### config.mk
export PLATFORM = sky130hd
export DESIGN_NAME = keypad_scanner
export DESIGN_NICKNAME = d
export VERILOG_FILES = /design/src/rtl/keypad_pkg.sv /design/src/rtl/sync_2ff.sv /design/src/rtl/keypad_scanner.sv
export SDC_FILE = /design/constraint.sdc
export NUM_CORES = 1
export LEC_CHECK = 0
export ABC_AREA = 0
export CELL_PAD_IN_SITES_DETAIL_PLACEMENT = 0
export CELL_PAD_IN_SITES_GLOBAL_PLACEMENT = 1
export CORE_MARGIN = 3
export CORE_UTILIZATION = 30
export DETAILED_ROUTE_END_ITERATION = 10
export PLACE_DENSITY = 0.65
export SETUP_SLACK_MARGIN = 0.4
export SLEW_MARGIN = 15
export SYNTH_ARGS = -nofsm -noshare
export SYNTH_HDL_FRONTEND = slang
export SYNTH_SLANG_ARGS = --single-unit
### constraint.sdc
create_clock -name clk -period 2.9 [get_ports clk]
set_clock_uncertainty 0.05 [all_clocks]
set_input_delay 0.435 -clock clk [delete_from_list [all_inputs] [get_ports clk]]
set_output_delay 0.435 -clock clk [all_outputs]
set_load 0.02 [all_outputs]
### src/rtl/keypad_pkg.sv
// Shared types and default dimensions for the matrix keypad scanner.
package keypad_pkg;

  // Scanner FSM states.
  typedef enum logic [1:0] {
    SCAN     = 2'd0,
    DEBOUNCE = 2'd1,
    HELD     = 2'd2,
    RELEASE  = 2'd3
  } scan_state_t;

  // Default keypad geometry and debounce length (in tick periods).
  localparam int DEF_ROWS      = 4;
  localparam int DEF_COLS      = 4;
  localparam int DEF_DEB_TICKS = 20;

endpackage : keypad_pkg

### src/rtl/sync_2ff.sv
// Two-flop synchronizer for asynchronous pin inputs. The reset value is a
// parameter so idle-high (pulled-up) pins can start in their idle state.
module sync_2ff #(
  parameter int               WIDTH   = 1,
  parameter logic [WIDTH-1:0] RST_VAL = '0
) (
  input  logic             clk,
  input  logic             rst,
  input  logic [WIDTH-1:0] d,
  output logic [WIDTH-1:0] q
);

  logic [WIDTH-1:0] meta;

  // Two-stage capture of the asynchronous input.
  always_ff @(posedge clk) begin
    // NOTE: non-blocking assignments make meta and q update together at the
    // edge, so q takes the old meta and the chain really is two flops deep.
    if (rst) begin
      meta <= RST_VAL;
      q    <= RST_VAL;
    end else begin
      meta <= d;
      q    <= meta;
    end
  end

endmodule : sync_2ff

### src/rtl/keypad_scanner.sv
// Row-scanning 4x4 keypad reader: drives one row low per scan step, samples
// the synchronized columns on each tick, debounces press and release over
// DEB_TICKS ticks and emits a one-cycle key_valid pulse with the key code.
module keypad_scanner
  import keypad_pkg::*;
#(
  parameter int ROWS      = DEF_ROWS,
  parameter int COLS      = DEF_COLS,
  parameter int DEB_TICKS = DEF_DEB_TICKS
) (
  input  logic                          clk,
  input  logic                          rst,
  input  logic                          tick,
  input  logic [COLS-1:0]               col_in,
  output logic [ROWS-1:0]               row_out,
  output logic [$clog2(ROWS*COLS)-1:0]  key_code,
  output logic                          key_valid,
  output logic                          key_held
);

  localparam int RW     = (ROWS > 1) ? $clog2(ROWS) : 1;
  localparam int CW     = (COLS > 1) ? $clog2(COLS) : 1;
  localparam int CODE_W = $clog2(ROWS*COLS);
  localparam int CNT_W  = $clog2(DEB_TICKS + 1);
  localparam logic [CNT_W-1:0] DEB_MAX = CNT_W'(DEB_TICKS);

  // Synchronized column lines (active-low).
  logic [COLS-1:0] col_s;

  sync_2ff #(
    .WIDTH   (COLS),
    .RST_VAL ({COLS{1'b1}})
  ) u_col_sync (
    .clk (clk),
    .rst (rst),
    .d   (col_in),
    .q   (col_s)
  );

  scan_state_t     state, state_n;
  logic [RW-1:0]   row_idx, row_n;
  logic [CNT_W-1:0] cnt, cnt_n, cnt_inc;
  logic [RW-1:0]   cand_row, cand_row_n;
  logic [CW-1:0]   cand_col, cand_col_n;
  logic [CODE_W-1:0] code_n;
  logic            valid_n, held_n;
  logic            hit;
  logic [CW-1:0]   hit_col;

  function automatic logic [RW-1:0] next_row(input logic [RW-1:0] r);
    return (r == RW'(ROWS - 1)) ? '0 : r + 1'b1;
  endfunction

  function automatic logic [CODE_W-1:0] key_of(input logic [RW-1:0] r,
                                               input logic [CW-1:0] c);
    return CODE_W'(r) * CODE_W'(COLS) + CODE_W'(c);
  endfunction

  // Press detection: any low column; the lowest-index low column wins.
  always_comb begin
    hit     = ~&col_s;
    hit_col = '0;
    for (int c = COLS - 1; c >= 0; c--) begin
      if (!col_s[c]) hit_col = CW'(c);
    end
  end

  // Debounce counter increment, saturating at DEB_TICKS.
  assign cnt_inc = (cnt == DEB_MAX) ? cnt : cnt + 1'b1;

  // Next-state and next-output logic; everything acts only on tick cycles.
  always_comb begin
    // NOTE: every variable gets its hold value first, so no path through the
    // case below can leave one unassigned and infer a latch.
    state_n    = state;
    row_n      = row_idx;
    cnt_n      = cnt;
    cand_row_n = cand_row;
    cand_col_n = cand_col;
    code_n     = key_code;
    valid_n    = 1'b0;
    held_n     = key_held;

    if (tick) begin
      unique case (state)
        SCAN: begin
          if (hit) begin
            cand_row_n = row_idx;
            cand_col_n = hit_col;
            cnt_n      = CNT_W'(1);
            if (DEB_TICKS == 1) begin
              state_n = HELD;
              code_n  = key_of(row_idx, hit_col);
              valid_n = 1'b1;
              held_n  = 1'b1;
            end else begin
              state_n = DEBOUNCE;
            end
          end else begin
            row_n = next_row(row_idx);
          end
        end

        DEBOUNCE: begin
          if (hit && hit_col == cand_col) begin
            cnt_n = cnt_inc;
            if (cnt_inc == DEB_MAX) begin
              state_n = HELD;
              code_n  = key_of(cand_row, cand_col);
              valid_n = 1'b1;
              held_n  = 1'b1;
            end
          end else begin
            // Lost or changed contact: rescan the same row on the next tick.
            state_n = SCAN;
            cnt_n   = '0;
          end
        end

        HELD: begin
          if (!hit) begin
            if (DEB_TICKS == 1) begin
              state_n = SCAN;
              held_n  = 1'b0;
              row_n   = next_row(row_idx);
              cnt_n   = '0;
            end else begin
              state_n = RELEASE;
              cnt_n   = CNT_W'(1);
            end
          end
        end

        RELEASE: begin
          if (!hit) begin
            cnt_n = cnt_inc;
            if (cnt_inc == DEB_MAX) begin
              state_n = SCAN;
              held_n  = 1'b0;
              row_n   = next_row(row_idx);
              cnt_n   = '0;
            end
          end else begin
            // Re-contact during release is bounce: back to HELD, no new pulse.
            state_n = HELD;
            cnt_n   = '0;
          end
        end
      endcase
    end
  end

  // State and registered outputs; row_out is decoded from the next row index.
  always_ff @(posedge clk) begin
    if (rst) begin
      state     <= SCAN;
      row_idx   <= '0;
      cnt       <= '0;
      cand_row  <= '0;
      cand_col  <= '0;
      key_code  <= '0;
      key_valid <= 1'b0;
      key_held  <= 1'b0;
      row_out   <= ~ROWS'(1);
    end else begin
      state     <= state_n;
      row_idx   <= row_n;
      cnt       <= cnt_n;
      cand_row  <= cand_row_n;
      cand_col  <= cand_col_n;
      key_code  <= code_n;
      key_valid <= valid_n;
      key_held  <= held_n;
      row_out   <= ~(ROWS'(1) << row_n);
    end
  end

endmodule : keypad_scanner

# After elaboration in Yosys (flattened, before gate mapping)
# Index checks and enable logic that the tools add are counted.
[word_totals]
wordCells = 76
ff_bits = 31
output_inout_bits = 10
inputBits = 7
[classes]
n_reduce_logical = 11
n_mux = 30
n_shift = 1
eq_ne = 15
addsub = 3
bitwise_logic = 5
[op_table]
columns = ["operator", "n"]
rows = [
  ["2-to-1 mux 2 bit", 15],
  ["2-to-1 mux 5 bit", 6],
  ["case mux 5 bit (4 select lines)", 1],
  ["inequality test 2 bit, second input constant", 6],
  ["equality test 5 bit, second input constant", 2],
  ["case mux 2 bit (4 select lines)", 1],
  ["AND reduction 4 bit", 2],
  ["equality test 2 bit, second input constant", 3],
  ["inequality test 3 bit, second input constant", 2],
  ["AND reduction 3 bit", 2],
  ["AND reduction 6 bit", 1],
  ["adder 5 x 1 -> 5 bit, second input constant", 1],
  ["2-to-1 mux 1 bit", 5],
  ["AND reduction 5 bit", 1],
  ["adder 4 x 2 -> 4 bit", 1],
  ["inverter 1 bit", 4],
  ["inverter 4 bit", 1],
  ["case mux 2 bit (2 select lines)", 1],
  ["OR reduction 4 bit", 1],
  ["<< shifter 1 x 2 -> 4 bit, first input constant", 1],
  ["adder 2 x 1 -> 2 bit, second input constant", 1],
  ["equality test 2 x 1 -> 1 bit, second input constant", 1],
  ["equality test 2 bit", 1],
  ["zero test 2 bit", 1],
  ["4 further kinds", 4],
]

# Logic depth before layout (Yosys ltp)
# Gate-level depths: netlist of run 1.
[depth]
ltp_word = 9
mapped_depth = 7
mapped_depth_nobuf = 7

# Cells and area by module
# A second synthesis of run 1 with hierarchy kept.
[unflattened]
cells_unflattened = 192
area_unflattened_um2 = 1670.4
[by_module_without_submodules]
columns = ["module", "seq_area_each_um2", "instances", "cells_each", "area_per_inst_um2"]
rows = [
  ["keypad_scanner", 460.4, 1, 176, 1460.2],
  ["sync_2ff", 160.2, 1, 16, 210.2],
]

# Least setup slack after synthesis of run 1
# No wires, ideal clock.
[synth_timing]
kind = "reg2reg"
start = "reg cnt[0]"
end = "reg row_out[3]"
n_path_buf = 0
required_ns = 2.723
stages_incl_launch_ff = 8
arrival_ns = 2.241
setup_slack_ns = 0.482
period_less_slack_ns = 2.418
setup_time_ns = 0.127
cell_sequence = "dfxtp_1 > inv_1 > ha_1 > a21o_1 > a211o_4 > and3_1 > or4_4 > or3_1"
[synth_via]
elab_chain_cells = 9
elab_cells_between_ends = 10
cone_classes = "1 x add/sub; 2 x eq/ne; 1 x shift; 5 x mux; 1 x bitwise"
[synth_lines]
columns = ["item", "line_no", "source"]
rows = [
  ["start: declaration", "keypad_scanner.sv:42", "logic [CNT_W-1:0] cnt, cnt_n, cnt_inc;"],
  ["start signal: assignment", "keypad_scanner.sv:168", "cnt <= cnt_n;"],
  ["adder 5 x 1 -> 5 bit or equality test 5 bit (tied branches)", "keypad_scanner.sv:69", "assign cnt_inc = (cnt == DEB_MAX) ? cnt : cnt + 1'b1;"],
  ["2-to-1 mux 5 bit *", "keypad_scanner.sv:69", ""],
  ["equality test 5 bit *", "keypad_scanner.sv:137", "if (cnt_inc == DEB_MAX) begin"],
  ["2-to-1 mux 2 bit *", "keypad_scanner.sv:137", ""],
  ["2-to-1 mux 2 bit *", "keypad_scanner.sv:135", "if (!hit) begin"],
  ["case mux 2 bit (2 select lines) *", "keypad_scanner.sv:85", "unique case (state)"],
  ["2-to-1 mux 2 bit *", "keypad_scanner.sv:84", "if (tick) begin"],
  ["<< shifter 1 x 2 -> 4 bit *", "keypad_scanner.sv:174", "row_out <= ~(ROWS'(1) << row_n);"],
  ["inverter 4 bit *", "keypad_scanner.sv:174", ""],
  ["end signal: assignment", "keypad_scanner.sv:164", "row_out <= ~ROWS'(1);"],
  ["end signal: assignment", "keypad_scanner.sv:174", ""],
  ["end: declaration", "keypad_scanner.sv:15", "output logic [ROWS-1:0] row_out,"],
]
# Mark *: on every way between the ends. The rest lies on a longest branch, timed or not.
# A chain may end at the register's enable or synchronous reset.

# Final worst setup path of run 1
[layout_timing]
start = "reg cnt[0]"
end = "reg row_out[1]"
# The elaborated chain is that of the path after synthesis.

==> results.ini, run 1 <==
[die]
ios=17
rows=26
coreArea_sq_um=5205
die_y_microns=79.92
die_area_sq_um=6386
start_util=0.3149
fp.dieW_microns=79.92

[drt]
vias_per_cell=5.121
ant_nets=0
drt-pass1-iter-count=4
vias=1444
drc_errors=0
avgRoutedWirePerCell_microns=13.62
routed_wl_microns=3841
drtIter0Drc=56

[timing]
hold_viol_final=0
fin_crit_ns=2.416
clock.fmax_mhz=414.0
setup_viol=0
rsz0062_at_grt=no
drv_slew=0
timing.final.crit_share=0.8330
slew-limit-headroom=0.6292
tns_ns=0
worstMarginPinSlew_ns=0.5562

[final_layout]
syn_to_final_growth_pct=22.14
fillerInstances=541
seqCellArea_sq_um=625.6
drive_gt1_frac=0.1368
antenna_cells=0
nNetsFinal=225
finish.utilization=0.3846
multi_input_area_sq_um=950.9

[logic_synthesis]
ys_seq_elements=31
synth.avg_cell_area_sq_um=8.493
syn-cell-area_sq_um=1639
yosysTopAreaCell=dfxtp_1
synth.yosys.seq_area_share=0.3786
ys_top_cells_by_area=dfxtp_1, a21oi_1, ha_1, or2_2, nand2_1
synth_cells=193
ys_types=45
synthesis.nets=207
synth-main-ff-cell=dfxtp_1
yosysWarnings=0
synth_edf_count=0
synth_top_area_share=0.3786
synth-async-reset-ratio=0

[place]
dp.final_hpwl_microns=2830
gp_congestion=0.7682
io_buffers=16

[setup_path]
slowest_stage=or4_4
rrSetupSlack_ns=0.48
worst_setup_path_start_kind=register
critPathArrivalTime_ns=2.53
cp-end-kind=register
slowest_delay_ns=0.54
worst-path-buf-inv=1
crit_family=simple AND/OR/NAND/NOR gates
reg2reg_depth=7
path_class=register to register
r2r_start=cnt[0]
critPathCapture=row_out[1]
critical_path_required_ns=3.01
worst-path-stages=7
cp_max_fo=7
crit_chain=inv_1 -> ha_2 -> a21o_1 -> a211o_4 -> and3_1 -> or4_4 -> or3_1
crit_start=cnt[0]
rr_endpoint=row_out[1]

[flow_run]
maxCapViolCount=0

[cts]
cts_tree=built
cts.clk_slew.worst_paths_ns=0.07
cts_root_buffer=clkbuf_8
clockBufferDepth=2
insertion_delay_ns=0.28
cts_max_level=2
numCtsBuffers=5
cts_sinks=31
cts_hold_buf=0

[status]
status=completed

[global_route]
grt.overflow.total=0
grt_max_degree=18
grt_pass1_vias=1298
grt_pass1_wl_microns=6423
grt_util_all_layers=0.1306
grt_antenna_before_repair=0

[power_and_ir_drop]
power.density_nw_per_um2=521.8
swShare=0.2478
leakage_nw=0.7568
p_comb_frac=0.140
power_switching_uw=258.8
p_int_uw=785.7
clockPowerShare=0.421
power.total_mw=1.045
vdd_drop_max_uv=176.4
pwr-share-seq=0.439

[min_path]
hp-class=register to register

how the worst min path moves through the flow:
| stage | start | to | slack (ns) | cells after the start |
|---|---|---|---|---|
| after global routing | u_col_sync.meta[2] | u_col_sync.q[2] | 0.37 | 1 |
| after detailed placement | u_col_sync.meta[2] | u_col_sync.q[2] | 0.35 | 1 |
| after CTS | u_col_sync.meta[2] | u_col_sync.q[2] | 0.36 | 1 |
| after floorplan | u_col_sync.meta[0] | u_col_sync.q[0] | 0.34 | 1 |
| final | u_col_sync.meta[1] | u_col_sync.q[1] | 0.36 | 1 |
| after global placement | u_col_sync.meta[2] | u_col_sync.q[2] | 0.34 | 1 |
metal layers:
layer,wire length (microns),track usage,vias to the layer above,share of wire
li1,-,-,744,-
met1,1954,0.1871,657,0.51
met2,1632,0.1780,37,0.42
met3,181,0.03837,6,0.047
met4,73,0.05743,0,0.019
met5,0,0,-,0
power groups by stage:
stage	Sequential, mW	Combinational, mW	Clock [mW]
final	0.458	0.146	0.440
after global routing	0.460	0.163	0.476
after CTS	0.458	0.142	0.459
after detailed placement	0.467	0.142	0
after global placement	0.468	0.143	0
after floorplan	0.467	0.0959	0
cell type report:
| cell class | instances | area share |
|---|---|---|
| Sequential cell | 31 | 0.3125 |
| Clock buffer | 6 | 0.04125 |
| Multi-Input combinational cell | 145 | 0.4750 |
| Clock inverter | 2 | 0.01750 |
| Timing Repair Buffer | 20 | 0.09500 |
| Tap cell | 70 | 0.04375 |
| Inverter | 8 | 0.01500 |
cells in the final DEF (no fill, tap or decap), types with 5 or more instances in the layout:
cell type and instances:
nand2_1 15, a21oi_1 21, clkdlybuf4s50_1 16, clkbuf_8 6, and3_1 5, nand4_1 7
ha_1 6, nand3_1 9, or2_2 10, inv_1 8, dfxtp_1 29, o21ai_0 9
nor2_1 9
state kept, by name, summed over array words and instances (netlist names):
register,flops
cnt,5
cand_row,2
cand_col,2
key_code,4
u_col_sync.q,4
row_idx,2
key_held,1
row_out,4
state,2
key_valid,1
u_col_sync.meta,4
cells by family (layout without fill, tap and decap cells):
family          Yosys count  after routing  share of synthesized area
simple gates             74             74                     0.2557
compound gates           59             59                     0.2397
xor+xnor                  1              1                   0.005344
buf+inv                  17             36                    0.04275
flops                    31             31                     0.3786
fa+ha+maj                 7              7                    0.05343
mux                       4              4                    0.02443
through the flow:
step	setup WS [ns]	instances	cell area [sq um]	hold slack, ns
after floorplan	0.4820	193	1639	0.3395
after global placement	0.4080	273	1869	0.3429
final	0.4843	282	2002	0.3593
after detailed placement	0.3761	273	1869	0.3465
after global routing	0.4104	282	2002	0.3744
after CTS	0.4210	281	1988	0.3590
cell usage after synthesis, types with 2 or more instances:
library cell  instances
a211oi_1              3
a211o_1               2
clkbuf_1              6
a21oi_1              21
buf_2                 2
nor3_1                2
nor3b_1               3
or2_2                10
or3_1                 2
and3_1                5
a32oi_1               2
a31oi_1               3
nand3_1               9
mux2i_1               4
a21o_1                4
o211a_1               2
inv_1                 8
dfxtp_1              31
nand2_1              15
nand4_1               7
ha_1                  7
o21ai_0               9
o211ai_1              4
nor2b_1               3
nor2_1                9
repair_timing:
item	in CTS	in global routing
setup endpoints to repair	2	2
buffers inserted	0	1
gates resized for setup	1	3
(Power assumes the default switching activity.)
==> run 2: changes to the inputs <==
--- a/config.mk
+++ b/config.mk
@@ -11,7 +11,7 @@
 export CORE_MARGIN = 3
 export CORE_UTILIZATION = 30
 export DETAILED_ROUTE_END_ITERATION = 10
-export PLACE_DENSITY = 0.65
+export PLACE_DENSITY = 0.67
 export SETUP_SLACK_MARGIN = 0.4
 export SLEW_MARGIN = 15
 export SYNTH_ARGS = -nofsm -noshare
==> constraint.sdc (replaced) <==
create_clock -name clk -period 2.1 [get_ports clk]
set_clock_uncertainty 0.05 [all_clocks]
set_input_delay 0.315 -clock clk [delete_from_list [all_inputs] [get_ports clk]]
set_output_delay 0.315 -clock clk [all_outputs]
set_load 0.02 [all_outputs]
==> run 2 against run 1 <==
The run now ends with setup timing left; clock power rose by 38%; first-iteration DRC count rose by 25%; wire length rose by 13%; global-route usage rose by 1.5 points; core utilization rose by 7.2 points; register-to-register slack got worse by 0.50 ns; maximum frequency rose by 14%; count of clock-buffer cells in the layout did not move; cell count rose by 9.9%; via count rose by 9.8%; power rose by 46%; hold slack improved by 0.0011 ns; critical endpoint is now row_out[3]; largest cell class unchanged; highest routed layer unchanged.
==> results.ini, run 2 (synthesized netlist as in run 1, its figures left out) <==
[place]
dp.final_hpwl_microns=3156  ; +11%
dpl.cell_count=298  ; +9.2%
dp_slack_ns=-0.04416  ; -0.4203 ns
gp_congestion=0.8633  ; +12%
io_buffers=16  ; unchanged

[drt]
drtIter0Drc=70  ; +25%
drt-pass1-iter-count=4  ; unchanged
vias=1586  ; +9.8%
ant_nets=0  ; unchanged
routed_wl_microns=4355  ; +13%
vias_per_cell=5.116  ; about the same
drc_errors=0  ; unchanged
avgRoutedWirePerCell_microns=14.05  ; +3.1%

[final_layout]
syn_to_final_growth_pct=45.04
nNetsFinal=253  ; +12%
largest_reg_flops=5  ; unchanged
top_register=cnt
layout_commonest_cell=buf_4
final_cell_mix=buf_4, dfxtp_1, clkdlybuf4s50_1, nand2_1, a21oi_1
finish.utilization=0.4567  ; +0.07212
drive_gt1_frac=0.3667  ; +0.2299
final_cells=310  ; +9.9%
antenna_cells=0  ; unchanged

[flow_run]
maxCapViolCount=0  ; unchanged

[setup_path]
cp_max_fo=4  ; -3
worst_setup_path_start_kind=register
cp-end-kind=register
rrSetupSlack_ns=-0.02  ; -0.50 ns
critical_path_required_ns=2.21  ; -0.80 ns
critPathArrivalTime_ns=2.23  ; -0.30 ns
path_class=register to register

[status]
status=finished, violations left
violations=setup timing

[cts]
cts_tree=built
insertion_delay_ns=0.28  ; about the same
cts_root_buffer=clkbuf_8
clockBufferDepth=2  ; unchanged
numCtsBuffers=5  ; unchanged
cts_hold_buf=0  ; unchanged
cts_sinks=31  ; unchanged
cts.clk_slew.worst_paths_ns=0.07  ; about the same
cts_max_level=2  ; unchanged

[global_route]
grt_pass1_vias=1540  ; +19%
grt_antenna_before_repair=0  ; unchanged
grt_util_all_layers=0.1458  ; +0.01525
grt_max_degree=18  ; unchanged
grt.overflow.total=0  ; unchanged
grt_pass1_wl_microns=7389  ; +15%

[die]
die_area_sq_um=6386  ; unchanged
fp.dieW_microns=79.92  ; unchanged
rows=26  ; unchanged
die_y_microns=79.92  ; unchanged
ios=17  ; unchanged
start_util=0.3149  ; unchanged
coreArea_sq_um=5205  ; unchanged

[timing]
setup_viol=2  ; +2
timing.final.crit_share=1.010  ; +0.1766
fin_ws_ns=-0.02013  ; -0.5045 ns
rsz0062_at_grt=yes
hold_ws_ns=0.3604  ; +0.001111 ns
worstMarginPinSlew_ns=0.7046  ; +0.1483 ns
fin_crit_ns=2.120  ; -0.2955 ns
hold_viol_final=0  ; unchanged
slew-limit-headroom=0.5282  ; -0.1010
drv_slew=0  ; unchanged
clock.fmax_mhz=471.7  ; +14%

[power_and_ir_drop]
vdd_drop_max_uv=383.1  ; +120%
power.density_nw_per_um2=643.0  ; +23%
power.total_mw=1.529  ; +46%
leakage_nw=0.9244  ; +22%

[min_path]
hp-class=register to register

-- run 2: worst max-delay path: stages, from the launching register on --
cell and delay, ns:
dfxtp_4 0.37, inv_2 0.04, ha_4 0.16, a21o_1 0.16
a211o_4 0.33, and3_4 0.15, or4_4 0.43, or3_1 0.31
-- run 2: per-layer routing --
metal | up-vias | global-route usage | wire length (microns)
met2 | 25 | 0.2359 | 2004
met3 | 7 | 0.03273 | 136
met5 | - | 0 | 0
met4 | 0 | 0.04223 | 61
li1 | 803 | - | -
met1 | 751 | 0.1929 | 2152
-- run 2: metrics by stage --
| step | TNS, ns | area [sq um] |
|---|---|---|
| after floorplan | 0 | 1668 |
| after global placement | -0.04919 | 2086 |
| after detailed placement | -0.08351 | 2086 |
| final | -0.03644 | 2377 |
| after CTS | -0.05307 | 2286 |
| after global routing | -0.1766 | 2377 |
-- run 2: what timing repair did --
| item | in CTS | in global routing |
|---|---|---|
| gates resized for setup | 20 | 21 |
| endpoints found under the setup margin | 19 | 19 |
| setup buffers | 3 | 1 |
| pin swaps | 7 | 4 |
-- run 2: power by group --
part | internal, mW | switching [mW]
registers | 0.611 | 0.0170
logic | 0.150 | 0.142
clock network | 0.384 | 0.225
-- run 2: final cells by class --
type,count,area (sq um)
fill,516,2828
multi-input combinational,145,1090
sequential,31,634.4
timing repair buffer,48,415.4
tap,70,87.58
clock buffer,6,82.58
clock inverter,2,35.03
inverter,8,32.53
-- run 2: final timing paths --
path                                    startpoint               to  cells past startpoint
worst min register to register  u_col_sync.meta[1]  u_col_sync.q[1]                      1
worst min-delay path            u_col_sync.meta[1]  u_col_sync.q[1]                      1
worst max-delay path                        cnt[1]       row_out[3]                      7
worst max register to register              cnt[1]       row_out[3]                      7
==> run 3: changes to the inputs <==
--- a/config.mk
+++ b/config.mk
@@ -11,6 +11,7 @@
 export CORE_MARGIN = 3
 export CORE_UTILIZATION = 30
 export DETAILED_ROUTE_END_ITERATION = 10
+export HOLD_SLACK_MARGIN = 0.05
 export PLACE_DENSITY = 0.67
 export SETUP_SLACK_MARGIN = 0.4
 export SLEW_MARGIN = 15
==> results of run 3 <==
Same layout as run 2: the final DEF is identical, and so are final timing and power.
